==> config.mk <==
export PLATFORM = sky130hd
export DESIGN_NAME = uart_debug_in
export DESIGN_NICKNAME = d
export VERILOG_FILES = /design/src/rtl/uart_debug_in.sv
export SDC_FILE = /design/constraint.sdc
export NUM_CORES = 1
export LEC_CHECK = 0
export ABC_AREA = 1
export BUFFER_PORTS_ARGS = -buffer_cell sky130_fd_sc_hd__buf_2
export CAP_MARGIN = 20
export CELL_PAD_IN_SITES_DETAIL_PLACEMENT = 2
export CELL_PAD_IN_SITES_GLOBAL_PLACEMENT = 2
export CORE_MARGIN = 5
export CORE_UTILIZATION = 38
export CTS_BUF_LIST = sky130_fd_sc_hd__clkbuf_4 sky130_fd_sc_hd__clkbuf_8
export CTS_CLUSTER_DIAMETER = 40
export CTS_CLUSTER_SIZE = 24
export DETAILED_ROUTE_END_ITERATION = 7
export GPL_TIMING_DRIVEN = 1
export PLACE_DENSITY = 0.81
export SLEW_MARGIN = 40
export SYNTH_ARGS = -nofsm -noshare
export SYNTH_HDL_FRONTEND = slang
export SYNTH_SLANG_ARGS = --single-unit
==> constraint.sdc <==
create_clock -name clk -period 2.04 [get_ports clk]
set_input_delay 0.204 -clock clk [delete_from_list [all_inputs] [get_ports clk]]
set_output_delay 0.204 -clock clk [all_outputs]
set_load 0.03 [all_outputs]
==> src/rtl/uart_debug_in.sv <==
// Debug command input: 8N1 UART receiver with mid-bit sampling feeding a
// line parser that turns "XXXX<CR|LF>" hex lines into a 16-bit word.
module uart_debug_in #(
  parameter int CLK_FREQ  = 20,
  parameter int UART_BAUD = 115200
) (
  input  logic        clk,
  input  logic        rst_n,
  input  logic        uart_rx,
  output logic [15:0] data,
  output logic        data_valid,
  output logic        frame_err,
  output logic        parse_err
);

  localparam int DIV  = (CLK_FREQ * 1000000) / UART_BAUD;
  localparam int HALF = DIV / 2;
  localparam int CW   = $clog2(DIV);
  localparam logic [CW-1:0] DIV_M1  = CW'(DIV - 1);
  localparam logic [CW-1:0] HALF_M1 = CW'(HALF - 1);

  typedef enum logic [2:0] {
    S_IDLE,
    S_START,
    S_DATA,
    S_STOP,
    S_WAIT_HIGH
  } rx_state_t;

  logic          rx_meta, rx_sync;
  logic [1:0]    fill;
  logic          armed;

  rx_state_t     state, state_n;
  logic [CW-1:0] cnt, cnt_n;
  logic [2:0]    bit_idx, bit_n;
  logic [7:0]    rx_shift, shift_n;
  logic          byte_stb, stop_bad;

  logic          is_hex, is_term;
  logic [3:0]    nib;
  logic [15:0]   pshift;
  logic [2:0]    pcount;
  logic          perr_flag;

  // Arming waits until the synchronizer holds real samples (not its reset
  // value), so a line held low across reset release never looks like a start.
  always_ff @(posedge clk or negedge rst_n) begin
    if (!rst_n) begin
      rx_meta <= 1'b1;
      rx_sync <= 1'b1;
      fill    <= '0;
      armed   <= 1'b0;
    end else begin
      rx_meta <= uart_rx;
      rx_sync <= rx_meta;
      fill    <= {fill[0], 1'b1};
      if (fill[1] && rx_sync) armed <= 1'b1;
    end
  end

  always_ff @(posedge clk or negedge rst_n) begin
    if (!rst_n) begin
      state    <= S_IDLE;
      cnt      <= '0;
      bit_idx  <= '0;
      rx_shift <= '0;
    end else begin
      state    <= state_n;
      cnt      <= cnt_n;
      bit_idx  <= bit_n;
      rx_shift <= shift_n;
    end
  end

  always_comb begin
    state_n  = state;
    cnt_n    = cnt + 1'b1;
    bit_n    = bit_idx;
    shift_n  = rx_shift;
    byte_stb = 1'b0;
    stop_bad = 1'b0;
    case (state)
      S_IDLE: begin
        cnt_n = '0;
        if (armed && !rx_sync) state_n = S_START;
      end
      S_START: begin
        if (cnt == HALF_M1) begin
          cnt_n   = '0;
          bit_n   = '0;
          state_n = rx_sync ? S_IDLE : S_DATA;
        end
      end
      S_DATA: begin
        if (cnt == DIV_M1) begin
          cnt_n   = '0;
          shift_n = {rx_sync, rx_shift[7:1]};
          bit_n   = bit_idx + 1'b1;
          if (bit_idx == 3'd7) state_n = S_STOP;
        end
      end
      S_STOP: begin
        if (cnt == DIV_M1) begin
          cnt_n = '0;
          if (rx_sync) begin
            byte_stb = 1'b1;
            state_n  = S_IDLE;
          end else begin
            stop_bad = 1'b1;
            state_n  = S_WAIT_HIGH;
          end
        end
      end
      S_WAIT_HIGH: begin
        cnt_n = '0;
        if (rx_sync) state_n = S_IDLE;
      end
      default: begin
        cnt_n   = '0;
        state_n = S_IDLE;
      end
    endcase
  end

  always_comb begin
    is_hex  = 1'b0;
    nib     = '0;
    is_term = (rx_shift == 8'h0D) || (rx_shift == 8'h0A);
    if (rx_shift >= 8'h30 && rx_shift <= 8'h39) begin
      is_hex = 1'b1;
      nib    = 4'(rx_shift - 8'h30);
    end else if (rx_shift >= 8'h41 && rx_shift <= 8'h46) begin
      is_hex = 1'b1;
      nib    = 4'(rx_shift - 8'h37);
    end else if (rx_shift >= 8'h61 && rx_shift <= 8'h66) begin
      is_hex = 1'b1;
      nib    = 4'(rx_shift - 8'h57);
    end
  end

  always_ff @(posedge clk or negedge rst_n) begin
    if (!rst_n) begin
      data       <= '0;
      data_valid <= 1'b0;
      frame_err  <= 1'b0;
      parse_err  <= 1'b0;
      pshift     <= '0;
      pcount     <= '0;
      perr_flag  <= 1'b0;
    end else begin
      data_valid <= 1'b0;
      parse_err  <= 1'b0;
      frame_err  <= stop_bad;
      if (stop_bad) begin
        perr_flag <= 1'b1;
      end else if (byte_stb) begin
        if (is_term) begin
          if (!perr_flag && pcount == 3'd4) begin
            data       <= pshift;
            data_valid <= 1'b1;
          end else if (perr_flag || pcount != 3'd0) begin
            parse_err <= 1'b1;
          end
          pshift    <= '0;
          pcount    <= '0;
          perr_flag <= 1'b0;
        end else if (!is_hex) begin
          perr_flag <= 1'b1;
        end else if (!perr_flag) begin
          if (pcount == 3'd4) begin
            perr_flag <= 1'b1;
          end else begin
            pshift <= {pshift[11:0], nib};
            pcount <= pcount + 1'b1;
          end
        end
      end
    end
  end

endmodule
# [Word level (Yosys, flattened, before mapping)]
# Index checks and enable logic that the tools add are counted.
[totals] input_bits=3 out_inout_bits=19 regBits=66 elab_cells=117
[classes] n_mux=50 order_cmp=6 bitwise_logic=1 n_eq_ne=18 n_addsub=6 reduce_logical=21
[ops] op="$mux W16" n=4
[ops] op="$mux W3" n=13
[ops] op="$mux W1" n=24
[ops] op="$eq A8 B4 Y1 const B" n=2
[ops] op="$ge A8 B7 Y1 const B" n=2
[ops] op="$le A8 B7 Y1 const B" n=2
[ops] op="$mux W8" n=2
[ops] op="$ne A2 B2 Y1 const B" n=8
[ops] op="$pmux W8 S2" n=1
[ops] op="$pmux W3 S5" n=1
[ops] op="$mux W4" n=3
[ops] op="$eq A3 B3 Y1 const B" n=3
[ops] op="$add A8 B1 Y8 const B" n=1
[ops] op="$eq A8 B7 Y1 const B" n=1
[ops] op="$eq A8 B8 Y1 const B" n=1
[ops] op="$ge A8 B6 Y1 const B" n=1
[ops] op="$le A8 B6 Y1 const B" n=1
[ops] op="$sub A4 B3 Y4 const B" n=2
[ops] op="$add A3 B1 Y3 const B" n=2
[ops] op="$eq A3 B2 Y1 const B" n=2
[ops] op="$logic_and A1 B1 Y1" n=6
[ops] op="$pmux W3 S2" n=1
[ops] op="$reduce_and A6 Y1" n=1
[ops] op="$reduce_bool A2 Y1" n=3
[ops] op="other kinds (13)" n=15

# [Depth between registers and ports, before layout]
[logic_depth] ltp_word=9 ltp_mapped=12

# [Worst setup path after synthesis]
# Ideal clock, no wire load.
[synth_path] path_kind="flip-flop to flip-flop" startpoint="register rx_shift[1]" endpoint="register pcount[1]" synth_period_minus_slack_ps=1704 arrival_ps=1588 stages_incl_launch_ff=13 required_time_ps=1924 path_buffers=1 setup_slack_ps=336 path_cell_list="dfrtp_1 inv_1 ha_1 nor2_1 nand2_1 nand3_1 nand2_1 nand2_1 nand2_2 nand2_2 buf_2 nand2_1 nand2_1"
[synth_between] elab_chain_cells=7 word_cells_on_any_way=20 classes_between="order compare: 6; eq/ne: 4; mux: 4; reduce/logical: 6"
[synth_lines] item="start: declaration" line="37" source="logic [7:0] rx_shift, shift_n;"
[synth_lines] item="start signal: assignment" line="72" source="rx_shift <= shift_n;"
[synth_lines] item="$ge A8 B7 Y1 / $le A8 B7 Y1 (equally long branches)" line="136" source="end else if (rx_shift >= 8'h61 && rx_shift <= 8'h66) begin"
[synth_lines] item="$logic_and A1 B1 Y1" line="136"
[synth_lines] item="$mux W1" line="136"
[synth_lines] item="$mux W1" line="133" source="end else if (rx_shift >= 8'h41 && rx_shift <= 8'h46) begin"
[synth_lines] item="$mux W1" line="130" source="if (rx_shift >= 8'h30 && rx_shift <= 8'h39) begin"
[synth_lines] item="$reduce_bool A2 Y1 (no source line)"
[synth_lines] item="$reduce_and A5 Y1 (no source line)"
[synth_lines] item="end signal: assignment" line="175" source="pcount <= pcount + 1'b1;"
[synth_lines] item="end: declaration" line="43" source="logic [2:0] pcount;"
# Several ways; a longest one is shown, not always the timed one.
# A chain may end at the register's enable or synchronous reset.

# [Worst setup path in the final report]
[layout_path] startpoint="register rx_shift[1]" endpoint="register pshift[8]"
[layout_between] elab_chain_cells=7 word_cells_on_any_way=20 classes_between="order compare: 6; eq/ne: 4; mux: 4; reduce/logical: 6"
[layout_lines] item="$ge A8 B7 Y1 / $le A8 B7 Y1 (equally long branches)" line="136"
[layout_lines] item="$logic_and A1 B1 Y1" line="136"
[layout_lines] item="$mux W1" line="136"
[layout_lines] item="$mux W1" line="133"
[layout_lines] item="$mux W1" line="130"
[layout_lines] item="$reduce_bool A2 Y1 (no source line)"
[layout_lines] item="$reduce_and A5 Y1 (no source line)"
[layout_lines] item="end signal: assignment" line="174" source="pshift <= {pshift[11:0], nib};"
[layout_lines] item="end: declaration" line="42" source="logic [15:0] pshift;"
# Several ways; a longest one is shown, not always the timed one.

==> results.yml <==
power:
  power_density_nw_per_um2: 880
  ir_drop_v: 0.000458
  power.leakage_nw: 2.04
global_routing:
  grt_pass1_wl_um: 13800
  use_met1: 0.207
  grt_pass1_vias: 2804
  grt_busiest_layer: "met2"
  antenna_found_initial: 0
  grt_use_total: 0.174
  overflow: 0
  grt_max_degree: 67
  grt.met3_usage: 0.0388
  use_met2: 0.306
synth:
  yosysTopAreaCellShare: 0.513
  yosysWarnings: 0
  synth_top_family_by_area: "simple AND/OR/NAND/NOR gates"
  synthesis.nets: 380
  synth-simple-area-share: 0.317
  synth_edf_count: 0
  ys_seq_elements: 66
  ys.flop_type: "dfrtp_1"
  synth_common_cells: "150 x nand2_1, 64 x dfrtp_1, 31 x nor2_1"
  synthAdderAreaFrac: 0.0441
  postSynth.asyncResetShare: 1.00
  synth_area_um2: 3120
  synthMuxAreaShare: 0
  yosysTopAreaCell: "dfrtp_1"
  ys_seq_area_frac: 0.530
  synth_compound_area_frac: 0.0377
  synth.avg_cell_area_um2: 8.53
  synth_cells: 366
  yosysMostFrequentCell: "nand2_1"
  ys_types: 31
  synth_xor_area_frac: 0.0140
  synth_area_leaders: "dfrtp_1 51%, nand2_1 18%, ha_1 4.4%"
detailed_routing:
  vias_per_cell: 4.93
  via_count: 2521
  firstDrtPassIters: 4
  ant_nets: 0
  drcViolationCount: 0
  wire_per_inst_um: 16.1
  drt_iter0_drc: 43
  drt-total-wl_um: 8220
clocking:
  cts_buffers: 9
  cts_tree: "yes"
  cts_max_level: 3
  cts_root_buf: "clkbuf_8"
  clock_path_buffers: 2
  clk_latency_ps: 350
  clock-sinks: 66
  clk_pin_slew_ps: 80
critical_path:
  crit_path_end_kind: "register"
  path_class: "reg -> reg"
  startpoint_type: "register"
  crit_end: "pshift[8]$_DFFE_PN0P_"
  worstPathRequired_ps: 2280
  reg2regPathDepth: 11
  regToRegEndpoint: "pshift[8]$_DFFE_PN0P_"
  rrSetupSlack_ps: 180
  crit_start: "rx_shift[1]$_DFFE_PN0P_"
  cp_data_arrival_time_ps: 2100
  critPathMaxFanout: 17
  timing.rr.start: "rx_shift[1]$_DFFE_PN0P_"
sta:
  hold_viol_final: 0
  fin_skew_ps: 5.43
  max_freq_mhz: 537
  fin_ws_ps: 178
  final_max_slew_viol_count: 0
  setup_viol: 0
  min_period_ps: 1860
  period_share: 0.913
die:
  die-area_um2: 10100
  die_w_um: 101
  die_h_um: 101
  rows: 33
  core_um2: 8090
  ios: 22
  start_util: 0.386
final_layout:
  fin_area_um2: 3670
  antenna_cells: 0
  final_layout_size_suffix_gt1_frac: 0.172
  layout.cells.non_filler: 511
  area_growth_pct: 17.8
  final_util: 0.454
  nets: 415
worst_hold_path:
  min_path_type: "reg -> reg"
placement:
  preCtsSetupSlack_ps: 84.7
  port_buffers: 21
  numPlacedInstances: 490
  globalplace.congestion: 0.818
  dp_hpwl_um: 5310
  post_dp_cell_area_um2: 3350
run:
  maxCapViolCount: 0
status:
  status: "completed"
[cell families (layout without fill, tap and decap cells)]
logic type	count (synthesis)	count (layout)
AOI/OAI and AO/OA	22	22
other	1	1
and+or+nand+nor	222	223
xor gates and xnor gates	5	5
DFF	66	66
adders and majority gates	11	11
buffers and inverters	39	78
[critical path, cell delays in order, from the launching register on]
cell	delay, ps
dfrtp_1	430
inv_1	140
ha_1	210
nor2_1	60
nand2_1	70
nand3_1	110
nand2_1	180
nand2_1	90
nand2_2	130
nand2_4	150
nand2_1	110
nand2_1	70
[area by class of cell]
type,count,area [µm²]
clock buffer,10,138
clock inverter,6,113
fill,942,4420
inverter,33,129
multi-input combinational,262,1320
sequential,66,1650
tap,105,131
timing repair buffer,29,195
[how the worst min path moves through the flow]
stage | start | end | slack (ps) | cells after the start
after floorplan | rst_n | armed$_DFFE_PN0P_ | -90 | 0
after global routing | rx_meta$_DFF_PN1_ | rx_sync$_DFF_PN1_ | 370 | 0
after CTS | fill[0]$_DFF_PN0_ | fill[1]$_DFF_PN0_ | 360 | 0
after global placement | rst_n | cnt[2]$_DFF_PN0_ | 260 | 2
final | fill[0]$_DFF_PN0_ | fill[1]$_DFF_PN0_ | 350 | 0
after detailed placement | rst_n | cnt[4]$_DFF_PN0_ | 260 | 2
[state kept, by name, summed over array words and instances, names as in the netlist]
register    flops
data           16
perr_flag       1
rx_meta         1
parse_err       1
pshift         16
armed           1
fill            2
frame_err       1
cnt             8
bit_idx         3
rx_shift        8
pcount          3
rx_sync         1
data_valid      1
state           3
[repair_timing]
item	in CTS	in global routing
hold buffers	2	0
endpoints found under the hold margin	65	0
gates resized for setup	0	3
endpoints found under the setup margin	0	35
buffers inserted	0	2
[layer usage]
layer / up-vias / share of wire
li1: 1214 / -
met1: 1275 / 0.44
met2: 23 / 0.52
met3: 9 / 0.028
met4: 0 / 0.013
met5: - / 0
[where the power goes]
| part | leakage [nW] | internal (mW) | total, mW | switching (mW) |
|---|---|---|---|---|
| Combinational | 1.01 | 0.131 | 0.413 | 0.282 |
| Clock | 0.127 | 0.850 | 1.41 | 0.556 |
| Sequential | 0.899 | 1.36 | 1.42 | 0.0534 |
[layout by cell type, fill, tap and decap left out, drive strengths merged]
cell type	n
nor3	6
xnor2	3
nor2	38
nand4	9
bufinv	3
nand2	156
conb	1
xor2	2
ha	11
nor3b	1
o31ai	1
nand3	13
clkbuf	10
inv	34
clkinv	2
dfrtp	64
a21oi	6
a31oi	2
buf	27
o21bai	1
dfstp	2
o21ai	12
dlygate4sd3	2
[stage by stage]
stage / setup TNS [ps] / power (mW) / hold WS, ps
floorplan: 0 / 1.71 / -91.6
global placement: 0 / 1.83 / 256
detailed placement: 0 / 1.86 / 259
CTS: 0 / 3.28 / 360
global route: -13.8 / 3.42 / 367
finish: 0 / 3.23 / 355
(Power assumes the default switching activity.)
